<file path="config.mk">
export PLATFORM = sky130hd
export DESIGN_NAME = sseg_scan_driver
export DESIGN_NICKNAME = d
export VERILOG_FILES = /design/src/rtl/sseg_pkg.sv /design/src/rtl/sseg_scan_driver_hex_decoder.sv /design/src/rtl/sseg_scan_driver.sv
export SDC_FILE = /design/constraint.sdc
export NUM_CORES = 1
export LEC_CHECK = 0
export ABC_AREA = 1
export BUFFER_PORTS_ARGS = -buffer_cell sky130_fd_sc_hd__buf_2
export CAP_MARGIN = 20
export CORE_ASPECT_RATIO = 1.4
export CORE_UTILIZATION = 29
export DETAILED_ROUTE_END_ITERATION = 8
export GPL_ROUTABILITY_DRIVEN = 0
export GPL_TIMING_DRIVEN = 0
export PLACE_DENSITY = 0.51
export SYNTH_ARGS = -nofsm -noshare
export SYNTH_HDL_FRONTEND = slang
export SYNTH_SLANG_ARGS = --single-unit
</file>
<file path="constraint.sdc">
create_clock -name clk -period 7.94 [get_ports clk]
set_input_delay 0.397 -clock clk [delete_from_list [all_inputs] [get_ports clk]]
set_output_delay 0.397 -clock clk [all_outputs]
set_load 0.01 [all_outputs]
</file>
<file path="src/rtl/sseg_pkg.sv">
// Shared definitions for the seven-segment scan driver.
// Holds the digit-code field layout, the blank pattern and the hex map.
package sseg_pkg;

    // Per-digit code: [3:0] hex value, [4] decimal point, [5] force blank
    localparam int VAL_LSB   = 0;
    localparam int DP_BIT    = 4;
    localparam int BLANK_BIT = 5;
    localparam int CODE_W    = 6;

    // Cathodes {g,f,e,d,c,b,a}, active low: all segments off
    localparam logic [6:0] SEG_BLANK = 7'h7F;

    function automatic logic [6:0] hex_to_seg(input logic [3:0] v);
        logic [6:0] s;
        case (v)
            4'h0:    s = 7'b1000000;
            4'h1:    s = 7'b1111001;
            4'h2:    s = 7'b0100100;
            4'h3:    s = 7'b0110000;
            4'h4:    s = 7'b0011001;
            4'h5:    s = 7'b0010010;
            4'h6:    s = 7'b0000010;
            4'h7:    s = 7'b1111000;
            4'h8:    s = 7'b0000000;
            4'h9:    s = 7'b0010000;
            4'hA:    s = 7'b0001000;
            4'hB:    s = 7'b0000011;
            4'hC:    s = 7'b1000110;
            4'hD:    s = 7'b0100001;
            4'hE:    s = 7'b0000110;
            4'hF:    s = 7'b0001110;
            default: s = SEG_BLANK;
        endcase
        return s;
    endfunction

endpackage

</file>
<file path="src/rtl/sseg_scan_driver_hex_decoder.sv">
// Hex digit to seven-segment cathode pattern, purely combinational.
// Ports: hex (4-bit value in), seg ({g..a} active-low cathodes out).
module sseg_hex_decoder
    import sseg_pkg::*;
(
    input  logic [3:0] hex,
    output logic [6:0] seg
);

    assign seg = hex_to_seg(hex);

endmodule

</file>
<file path="src/rtl/sseg_scan_driver.sv">
// Time-multiplexed N-digit seven-segment scan driver with PWM dimming,
// per-digit blank/DP, leading-zero blanking and double-buffered loading.
// Ports: clk, rst (async, active high); digits/load/bright/lz_en in;
// load_ack, count_en, count_out, D_out, sseg, DP, AN out (display active low).
module sseg_scan_driver
    import sseg_pkg::*;
#(
    parameter  int NUM_DIGITS = 8,
    parameter  int DIV        = 100000,
    parameter  int BRIGHT_W   = 4,
    localparam int SEL_W      = $clog2(NUM_DIGITS)
) (
    input  logic                         clk,
    input  logic                         rst,
    input  logic [NUM_DIGITS*CODE_W-1:0] digits,
    input  logic                         load,
    input  logic [BRIGHT_W-1:0]          bright,
    input  logic                         lz_en,
    output logic                         load_ack,
    output logic                         count_en,
    output logic [SEL_W-1:0]             count_out,
    output logic [CODE_W-1:0]            D_out,
    output logic [6:0]                   sseg,
    output logic                         DP,
    output logic [NUM_DIGITS-1:0]        AN
);

    localparam int PRE_W = $clog2(DIV);
    // Wide enough that (bright+1)*DIV never overflows
    localparam int OT_W  = PRE_W + BRIGHT_W + 1;

    logic [PRE_W-1:0]             pre;
    logic                         last_dig;
    logic                         frame_end;
    logic                         pending;
    logic [NUM_DIGITS*CODE_W-1:0] staging;
    logic [NUM_DIGITS*CODE_W-1:0] active;
    logic [NUM_DIGITS-1:0]        lz_blank;
    logic                         lz_run;
    logic [OT_W-1:0]              on_prod;
    logic [OT_W-1:0]              on_time;
    logic                         slot_on;
    logic [6:0]                   seg_dec;

    // Prescaler and digit select
    assign count_en  = (pre == PRE_W'(DIV - 1));
    assign last_dig  = (count_out == SEL_W'(NUM_DIGITS - 1));
    assign frame_end = count_en & last_dig;

    always_ff @(posedge clk or posedge rst) begin
        if (rst) begin
            pre       <= '0;
            count_out <= '0;
        end else begin
            pre <= count_en ? '0 : pre + 1'b1;
            if (count_en)
                count_out <= last_dig ? '0 : count_out + 1'b1;
        end
    end

    // Double buffer: active only changes on a frame boundary, so a frame
    // is always drawn from one consistent set of digits.
    always_ff @(posedge clk or posedge rst) begin
        if (rst) begin
            staging  <= '0;
            active   <= '0;
            pending  <= 1'b0;
            load_ack <= 1'b0;
        end else begin
            load_ack <= frame_end & (pending | load);
            if (frame_end) begin
                // A load on the boundary itself bypasses staging
                if (load)
                    active <= digits;
                else if (pending)
                    active <= staging;
                pending <= 1'b0;
            end else if (load) begin
                staging <= digits;
                pending <= 1'b1;
            end
        end
    end

    assign D_out = active[count_out*CODE_W +: CODE_W];

    // Leading zeros: blank runs from the top digit while value==0 and
    // no DP; digit 0 is never part of the run.
    always_comb begin
        lz_blank = '0;
        lz_run   = lz_en;
        for (int i = NUM_DIGITS - 1; i >= 1; i--) begin
            lz_run = lz_run
                   & (active[i*CODE_W+VAL_LSB +: 4] == 4'd0)
                   & ~active[i*CODE_W+DP_BIT];
            lz_blank[i] = lz_run;
        end
    end

    // PWM: anode enabled for the first on_time cycles of each slot
    assign on_prod = (OT_W'(bright) + OT_W'(1)) * OT_W'(DIV);
    assign on_time = on_prod >> BRIGHT_W;
    assign slot_on = (OT_W'(pre) < on_time)
                   & ~D_out[BLANK_BIT]
                   & ~lz_blank[count_out];

    sseg_hex_decoder u_hex (
        .hex (D_out[VAL_LSB +: 4]),
        .seg (seg_dec)
    );

    always_ff @(posedge clk or posedge rst) begin
        if (rst) begin
            AN   <= '1;
            sseg <= SEG_BLANK;
            DP   <= 1'b1;
        end else if (slot_on) begin
            AN   <= ~(NUM_DIGITS'(1) << count_out);
            sseg <= seg_dec;
            DP   <= ~D_out[DP_BIT];
        end else begin
            AN   <= '1;
            sseg <= SEG_BLANK;
            DP   <= 1'b1;
        end
    end

endmodule
</file>
Yosys cells after proc, flatten, opt, wreduce, memory -nomap -nowiden. Memories as Yosys holds them, arrays and structs flattened. Index checks and enable logic that the tools add are counted.

Bits in registers: 134. Memory bits (read-only): 112. Bits of input ports: 56. Word-level logic and storage cells: 74. Memories kept: 1. Output and inout bits: 27.

Memory list: (no name shown) (words 16, width 7, rd ports 1, clocked after memory_dff 0, write ports 0, line sseg_pkg.sv:16) `case (v)`.

Reduce and logical (&&, ||, !) cells: 11. Eq/ne operators: 2. Bitwise logic cells: 31. Shift-type cells: 2. Multiply operators: 2. Add/subtract/negate cells: 3. $lt $le $gt $ge: 2. Muxes and demuxes: 11.

Operators by type and width (number): $mux 48 (2); $shiftx 48x7->6 (1); $logic_not 4->1 (7); $and 1x1->1 (18); $lt 17x18->1 (1); $add 17x1->17 const B (1); $eq 17x17->1 const B (1); $mul 5x12->17 const B (1); $mux 17 (1); $not 1->1 (11); $mux 8 (1); $not 8->8 (1); $shl 1x3->8 const A (1); $mux 7 (1); $add 4x1->5 const B (1); $mul 3x2->5 const B (1); $lt 3x4->1 const B (1); $mux 1 (4); $reduce_and 2->1 (2); $reduce_bool 2->1 (2); $add 3x1->3 const B (1); $bmux 1 s3 (1); $eq 3x3->1 const B (1); $mux 3 (1); $or 1x1->1 (1).

Depth between registers and ports, before layout. Gate-level depths: netlist (run 1).

Depth in word-level cells: 20. Mapped depth: 29. Mapped depth without buffers: 28.

By module. Synthesis (run 1) repeated with hierarchy kept, for this count alone.

Cells, all modules: 983. Area total of the unflattened synthesis: 7818.7 µm².

By module, submodules not included: sseg_scan_driver (times used 1, cells an instance 934, area each 7544.7 µm²); sseg_hex_decoder (times used 1, cells an instance 49, area each 274.0 µm²).

Worst setup path after synthesis (run 1). Ideal clock, no wire load.

Path kind: in2reg. From: input bright[0]. To: register sseg[1]. Arrival: 4075 ps. Data required time: 7876 ps. Buffers on the path: 1. Slack: 3801 ps. Stages on the path: 26. Path through: ha_1 xor2_1 ha_1 xnor2_1 ha_1 a21o_1 ha_1 ha_1 inv_1 o21ai_0 nand3_1 nand2_1 a21oi_1 o21ai_0 xor2_1 ha_1 inv_1 o31a_1 nand2_1 nand2_1 nand2_1 nand2_1 nand2_1 nand2_1 buf_4 nand3_1.

Longest elaborated chain between the ends: 6.

RTL lines: from (decl) (line sseg_scan_driver.sv:17) `input logic [BRIGHT_W-1:0] bright,`; $add 4x1->5 (line sseg_scan_driver.sv:101) `assign on_prod = (OT_W'(bright) + OT_W'(1)) * OT_W'(DIV);`; $mul 5x12->17 (line sseg_scan_driver.sv:101); $lt 17x18->1 (line sseg_scan_driver.sv:103) `assign slot_on = (OT_W'(pre) < on_time)`; $and 1x1->1 (line sseg_scan_driver.sv:104) `& ~D_out[BLANK_BIT]`; $and 1x1->1 (line sseg_scan_driver.sv:105) `& ~lz_blank[count_out];`; $mux 7 (line sseg_scan_driver.sv:117) `end else if (slot_on) begin`; to (signal assigned) (line sseg_scan_driver.sv:119) `sseg <= seg_dec;`; to (decl) (line sseg_scan_driver.sv:23) `output logic [6:0] sseg,`.

No other way between the ends. A chain may end at the register's enable or synchronous reset.

Worst setup path in the final report (run 1).
From: input bright[0]. To: register sseg[4].

Same word-level chain as after synthesis.

==> flow_metrics.tcl, run 1 <==
set metrics [dict create \
    rsz0062_at_grt "no" \
    ys_top_cells_by_area "dfrtp_1 (37%), nand2_1 (11%), ha_1 (9.5%), o21ai_0 (8.6%), inv_1 (5.3%)" \
    cts_setup_buffers 0 \
    synth.avg_cell_area_um2 8.03 \
    htree_levels 4 \
    start_util_pct 29.5 \
    r2r-end "sseg[0]" \
    worstSetupStartpointType "input pin" \
    hold_viol 0 \
    gr-total-overflow 0 \
    crit_top_cell "nand2_1" \
    yosys_warnings 0 \
    tritoncts "done" \
    synth_top_area_cell "dfrtp_1" \
    clk_pin_slew_ns 0.06 \
    finalNetCount 1207 \
    r2r_slack_ns 5.15 \
    syn_inst 988 \
    yosys.area.top_type_share_pct 37.2 \
    wl_per_cell_um 14.5 \
    final_cell_mix "nand2_1 (226), o21ai_0 (136), dfrtp_1 (118)" \
    pre_cts_slack_ns 2.98 \
    drive_gt1_share_pct 15.4 \
    ys_seq_area_share_pct 42.5 \
    critPathCaptureType "flip-flop" \
    drtPass1Iterations 4 \
    grt_pass1_vias 6939 \
    grt.total_usage_pct 16.3 \
    wl_um 21300 \
    synth-edff-count 0 \
    worst_slew_pin_slew_ns 0.769 \
    timing.critical_path.buf_inv 4 \
    yosys_most_used_dff "dfrtp_1" \
    nFillCells 2928 \
    finalMaxSlewViolations 0 \
    holdBufCountCts 0 \
    die_h_um 198 \
    worstPathMaxFanout 10 \
    layout_commonest_cell "nand2_1" \
    cts-root-buf "clkbuf_16" \
    p_total_mw 1.83 \
    cp.required_ns 8.30 \
    async_flop_share_pct 100 \
    core_um2 26900 \
    syn-cell-area_um2 7940 \
    period_minus_slack_ns 4.49 \
    cts.sinks 134 \
    slowest_delay_ns 0.45 \
    antenna_found_initial 1 \
    rr_worst_depth 13 \
    ys_types 49 \
    grt_pass1_wl_um 35500 \
    crit_arrival_ns 4.85 \
    cpMaxStageDelayCell "xor2_1" \
    critPathTopFamily "adder cells" \
    postLayoutCellArea_um2 9490 \
    placementRows 71 \
    drt_iter0_markers 269 \
    fin_crit_sh_pct 56.5 \
    die_area_um2 28000 \
    clock_latency_ns 0.43 \
    syn_nets 1105 \
    clockBufferDepth 2 \
    vdd_ir_drop_max_mv 0.136 \
    fin_ws_ns 3.45 \
    drtAntennaViolNets 0 \
    via_per_inst 4.57 \
    vias 6710 \
    synth-seq-cells 134 \
    maxCapViolations 0 \
    p_leak_nw 4.70 \
    portBuffers 82 \
    syn_to_final_growth_pct 19.6 \
    drc_errors 0 \
    hp-class "in2async" \
    setup_violations 0 \
    relSlewSlack_pct 48.2 \
    power_density_nw_per_um2 193 \
    status "finished clean" \
    dp_hpwl_um 16200 \
    cts_resized 0 \
    timing.fmax_mhz 223 \
    ios 83 \
    tns_ns 0 \
    grt_max_degree 77 \
    crit_type "in2reg" \
    r2r-start "count_out[1]" \
    placed_cell_area_um2 8840 \
    fin_skew_ns 0.00969 \
    diodes 0 \
    numCtsBuffers 17 \
    die_w_um 142 \
]
-- Yosys cell counts, drive strengths merged (2+ instances only) --
library cell / instances
o211ai: 6
ha: 60
inv: 118
a21oi: 30
nor3: 17
nand2: 228
and3: 2
a31oi: 4
nand3: 41
xnor2: 9
clkinv: 2
or2: 2
buf: 24
dfstp: 16
dfrtp: 118
o21ai: 183
clkbuf: 19
mux2i: 9
xor2: 14
nor2: 58
nor4: 5
a21boi: 2
o21a: 3
nand4: 6
-- report_power, final --
part | internal, mW | total [mW] | switching, mW
sequential | 0.706 | 0.712 | 0.00624
combinational | 0.0928 | 0.250 | 0.158
clock | 0.575 | 0.871 | 0.295
total | 1.37 | 1.83 | 0.459
-- worst register-to-register path: cells and delay by family (launching register included) --
family / cells / cell delay [ns]
AOI/OAI and AO/OA: 4 / 0.75
adders and majority gates: 1 / 0.25
buffers and inverters: 4 / 0.87
DFF: 1 / 0.53
and+or+nand+nor: 4 / 0.31
-- cell type report --
| cell class | instances | area (um2) | share of cell area, % |
|---|---|---|---|
| plain buffers | 43 | 275 | 2.90 |
| clock buffers | 25 | 515 | 5.43 |
| multi-input cells | 691 | 3840 | 40.4 |
| repair buffers | 83 | 438 | 4.61 |
| flip-flops and latches | 134 | 3370 | 35.5 |
| clock inverters | 7 | 139 | 1.46 |
| well taps | 365 | 457 | 4.81 |
| inverters | 120 | 455 | 4.80 |
-- worst max path at each step --
stage                   to  cells past startpoint  slack (ns)       from
6_report           sseg[4]                     27        3.45  bright[0]
2_1_floorplan      sseg[1]                     26        3.80  bright[0]
3_3_place_gp   staging[22]                      2        2.08        rst
5_1_grt            sseg[5]                     28        3.08  bright[0]
4_1_cts            sseg[4]                     27        3.42  bright[0]
3_5_place_dp         AN[6]                     27        2.98  bright[0]
-- logic make-up (layout without fill, tap and decap cells) --
logic type	after synthesis	after routing	share of synthesized area (%)
AND/OR/NAND/NOR	362	362	19.1
AO/OA/AOI/OAI	236	236	15.9
buffers and inverters	163	278	9.14
flip-flops	134	134	42.5
adder cells (fa/ha/maj)	61	61	9.71
XOR/XNOR	23	23	2.54
multiplexers	9	9	1.13
-- per-stage QoR --
step | std cells | utilization (%) | hold slack, ns
6_report | 1468 | 35.3 | 0.0973
5_1_grt | 1468 | 35.3 | 0.158
4_1_cts | 1468 | 35.3 | 0.132
3_5_place_dp | 1436 | 32.8 | 0.445
3_3_place_gp | 1435 | 32.7 | 0.441
2_1_floorplan | 988 | - | 0.425
-- flip-flops by register name, indices dropped and copies added, names as in the netlist --
| name | cells |
|---|---|
| AN | 8 |
| DP | 1 |
| active | 48 |
| count_out | 3 |
| load_ack | 1 |
| pending | 1 |
| pre | 17 |
| sseg | 7 |
| staging | 48 |
-- metal layers --
metal	track usage (%)	wire length, um
met5	0	0
met4	6.25	490
met3	3.05	626
met2	29.6	11100
met1	18.8	9100
Note: power is estimated with default switching activity, not from simulation.
==> run 2: changes to the inputs <==
Settings changed: PLACE_DENSITY 0.51 to 0.53.
Clock period 7.94 ns to 3.7 ns, I/O delays scaled along.
==> flow_metrics.tcl, run 2 (synthesis gave the netlist of run 1 again) <==
set metrics [dict create \
    via_per_inst 4.58 \
    finalNetCount 1257 \
    core_um2 26900 \
    drt_iter0_markers 245 \
    status "finished clean" \
    crit_arrival_ns 3.83 \
    finalMaxSlewViolations 0 \
    worst_slew_pin_slew_ns 0.732 \
    fin_skew_ns 0.0107 \
    clock_latency_ns 0.42 \
    regArea_um2 3370 \
    holdWs_ns 0.0116 \
    drtPass1Iterations 5 \
    drive_gt1_share_pct 18.3 \
    gr-total-overflow 0 \
    fin_crit_sh_pct 94.2 \
    diodes 0 \
    period_minus_slack_ns 3.48 \
    vdd_ir_drop_max_mv 0.244 \
    critPathCaptureType "flip-flop" \
    p_leak_nw 4.96 \
    hp-class "in2reg" \
    multiInputGateArea_um2 4040 \
    htree_levels 4 \
    rsz0062_at_grt "no" \
    placementRows 71 \
    r2r_slack_ns 0.91 \
    final_cell_mix "nand2_1 (223), o21ai_0 (133), dfrtp_1 (118)" \
    pre_cts_slack_ns -0.747 \
    clk_pin_slew_ns 0.06 \
    drtAntennaViolNets 0 \
    die_h_um 198 \
    final_util_pct 38.1 \
    grt_max_degree 39 \
    tritoncts "done" \
    drc_errors 0 \
    syn_to_final_growth_pct 29.1 \
    maxCapViolations 0 \
    clockBufferDepth 2 \
    layout_commonest_cell "nand2_1" \
    worstSetupStartpointType "input pin" \
    grt.total_usage_pct 16.4 \
    dp_hpwl_um 16300 \
    wl_per_cell_um 14.3 \
    worstPathMaxFanout 6 \
    antenna_found_initial 0 \
    cts-root-buf "clkbuf_16" \
    relSlewSlack_pct 50.7 \
    p_total_mw 4.22 \
    largestRegisters "active x48, staging x48, pre x17" \
    setup_violations 0 \
    cp.required_ns 4.05 \
    nFillCells 2796 \
    power_density_nw_per_um2 412 \
    timing.fmax_mhz 287 \
    tns_ns 0 \
    portBuffers 82 \
    grt_pass1_wl_um 35800 \
    die_area_um2 28000 \
    wl_um 21700 \
    crit_type "in2reg" \
    hold_viol 0 \
    fin_ws_ns 0.215 \
    ios 83 \
    start_util_pct 29.5 \
    die_w_um 142 \
    numCtsBuffers 17 \
    grt_pass1_vias 6984 \
    cts.sinks 134 \
    vias 6952 \
]
## run 2: changes by cell type in the layout (fill, tap and decap cells not counted), sizes merged
cell         before  now
inv             118  117
clkbuf           44   38
bufinv            4    8
dlygate4sd3       0   37
buf             107  119
clkinv            3    6
## run 2: stage by stage
stage	instances	area (um2)
2_1_floorplan	988	7970
3_3_place_gp	1435	8840
3_5_place_dp	1438	8900
4_1_cts	1508	10000
5_1_grt	1517	10200
6_report	1517	10200
## run 2: path summary, 6_finish.rpt
| kind | start | endpoint | cells past startpoint |
|---|---|---|---|
| max in group asynchronous | rst | active[19] | 5 |
| min in group asynchronous | rst | pre[0] | 3 |
| worst max-delay path | bright[1] | AN[0] | 28 |
| worst max register to register | count_out[1] | sseg[3] | 11 |
| worst min-delay path | digits[28] | staging[28] | 3 |
| worst min register to register | pre[0] | pre[0] | 1 |
## run 2: timing repair
item	4_1_cts	5_1_grt
hold buffers	36	1
buffers inserted	3	7
pin swaps	2	10
hold endpoints to repair	57	1
setup endpoints to repair	16	16
gates resized for setup	10	25
cloned	0	1
## run 2: per-layer routing
metal,global-route usage [%],up-vias,wire length (um)
met1,19.2,3268,9220
met5,0,-,0
met2,30.7,121,11600
met4,4.30,0,275
met3,2.49,20,530
li1,-,3543,-
## run 2: power by group
group | internal [mW] | switching (mW) | total, mW
Sequential | 1.51 | 0.0137 | 1.53
Clock | 1.40 | 0.652 | 2.05
Combinational | 0.274 | 0.372 | 0.646
Total | 3.19 | 1.04 | 4.22
## run 2: layout make-up
class / count / share of cell area, %
Clock buffer: 18 / 4.19
Clock inverter: 13 / 2.71
Timing Repair Buffer: 133 / 9.13
Multi-Input combinational cell: 691 / 39.4
Buffer: 43 / 2.72
Inverter: 120 / 4.43
Tap cell: 365 / 4.46
Sequential cell: 134 / 32.9
## run 2: critical path, stage by stage
cell and delay [ns]:
clkbuf_4 0.15, ha_4 0.17, nand2_1 0.09, nor2_4 0.24, ha_4 0.18, xnor2_1 0.07
ha_1 0.17, a21o_1 0.17, ha_4 0.16, ha_1 0.31, inv_1 0.12, o21bai_2 0.09
a21oi_2 0.13, nand2_2 0.09, inv_1 0.11, o21ai_2 0.06, xnor2_1 0.13, ha_1 0.31
a21oi_2 0.06, o31a_1 0.23, nand2_1 0.07, nand2_1 0.04, nand2_1 0.05, nand2_1 0.05
nand2_2 0.07, nand2_4 0.08, buf_4 0.16, nand3_1 0.07
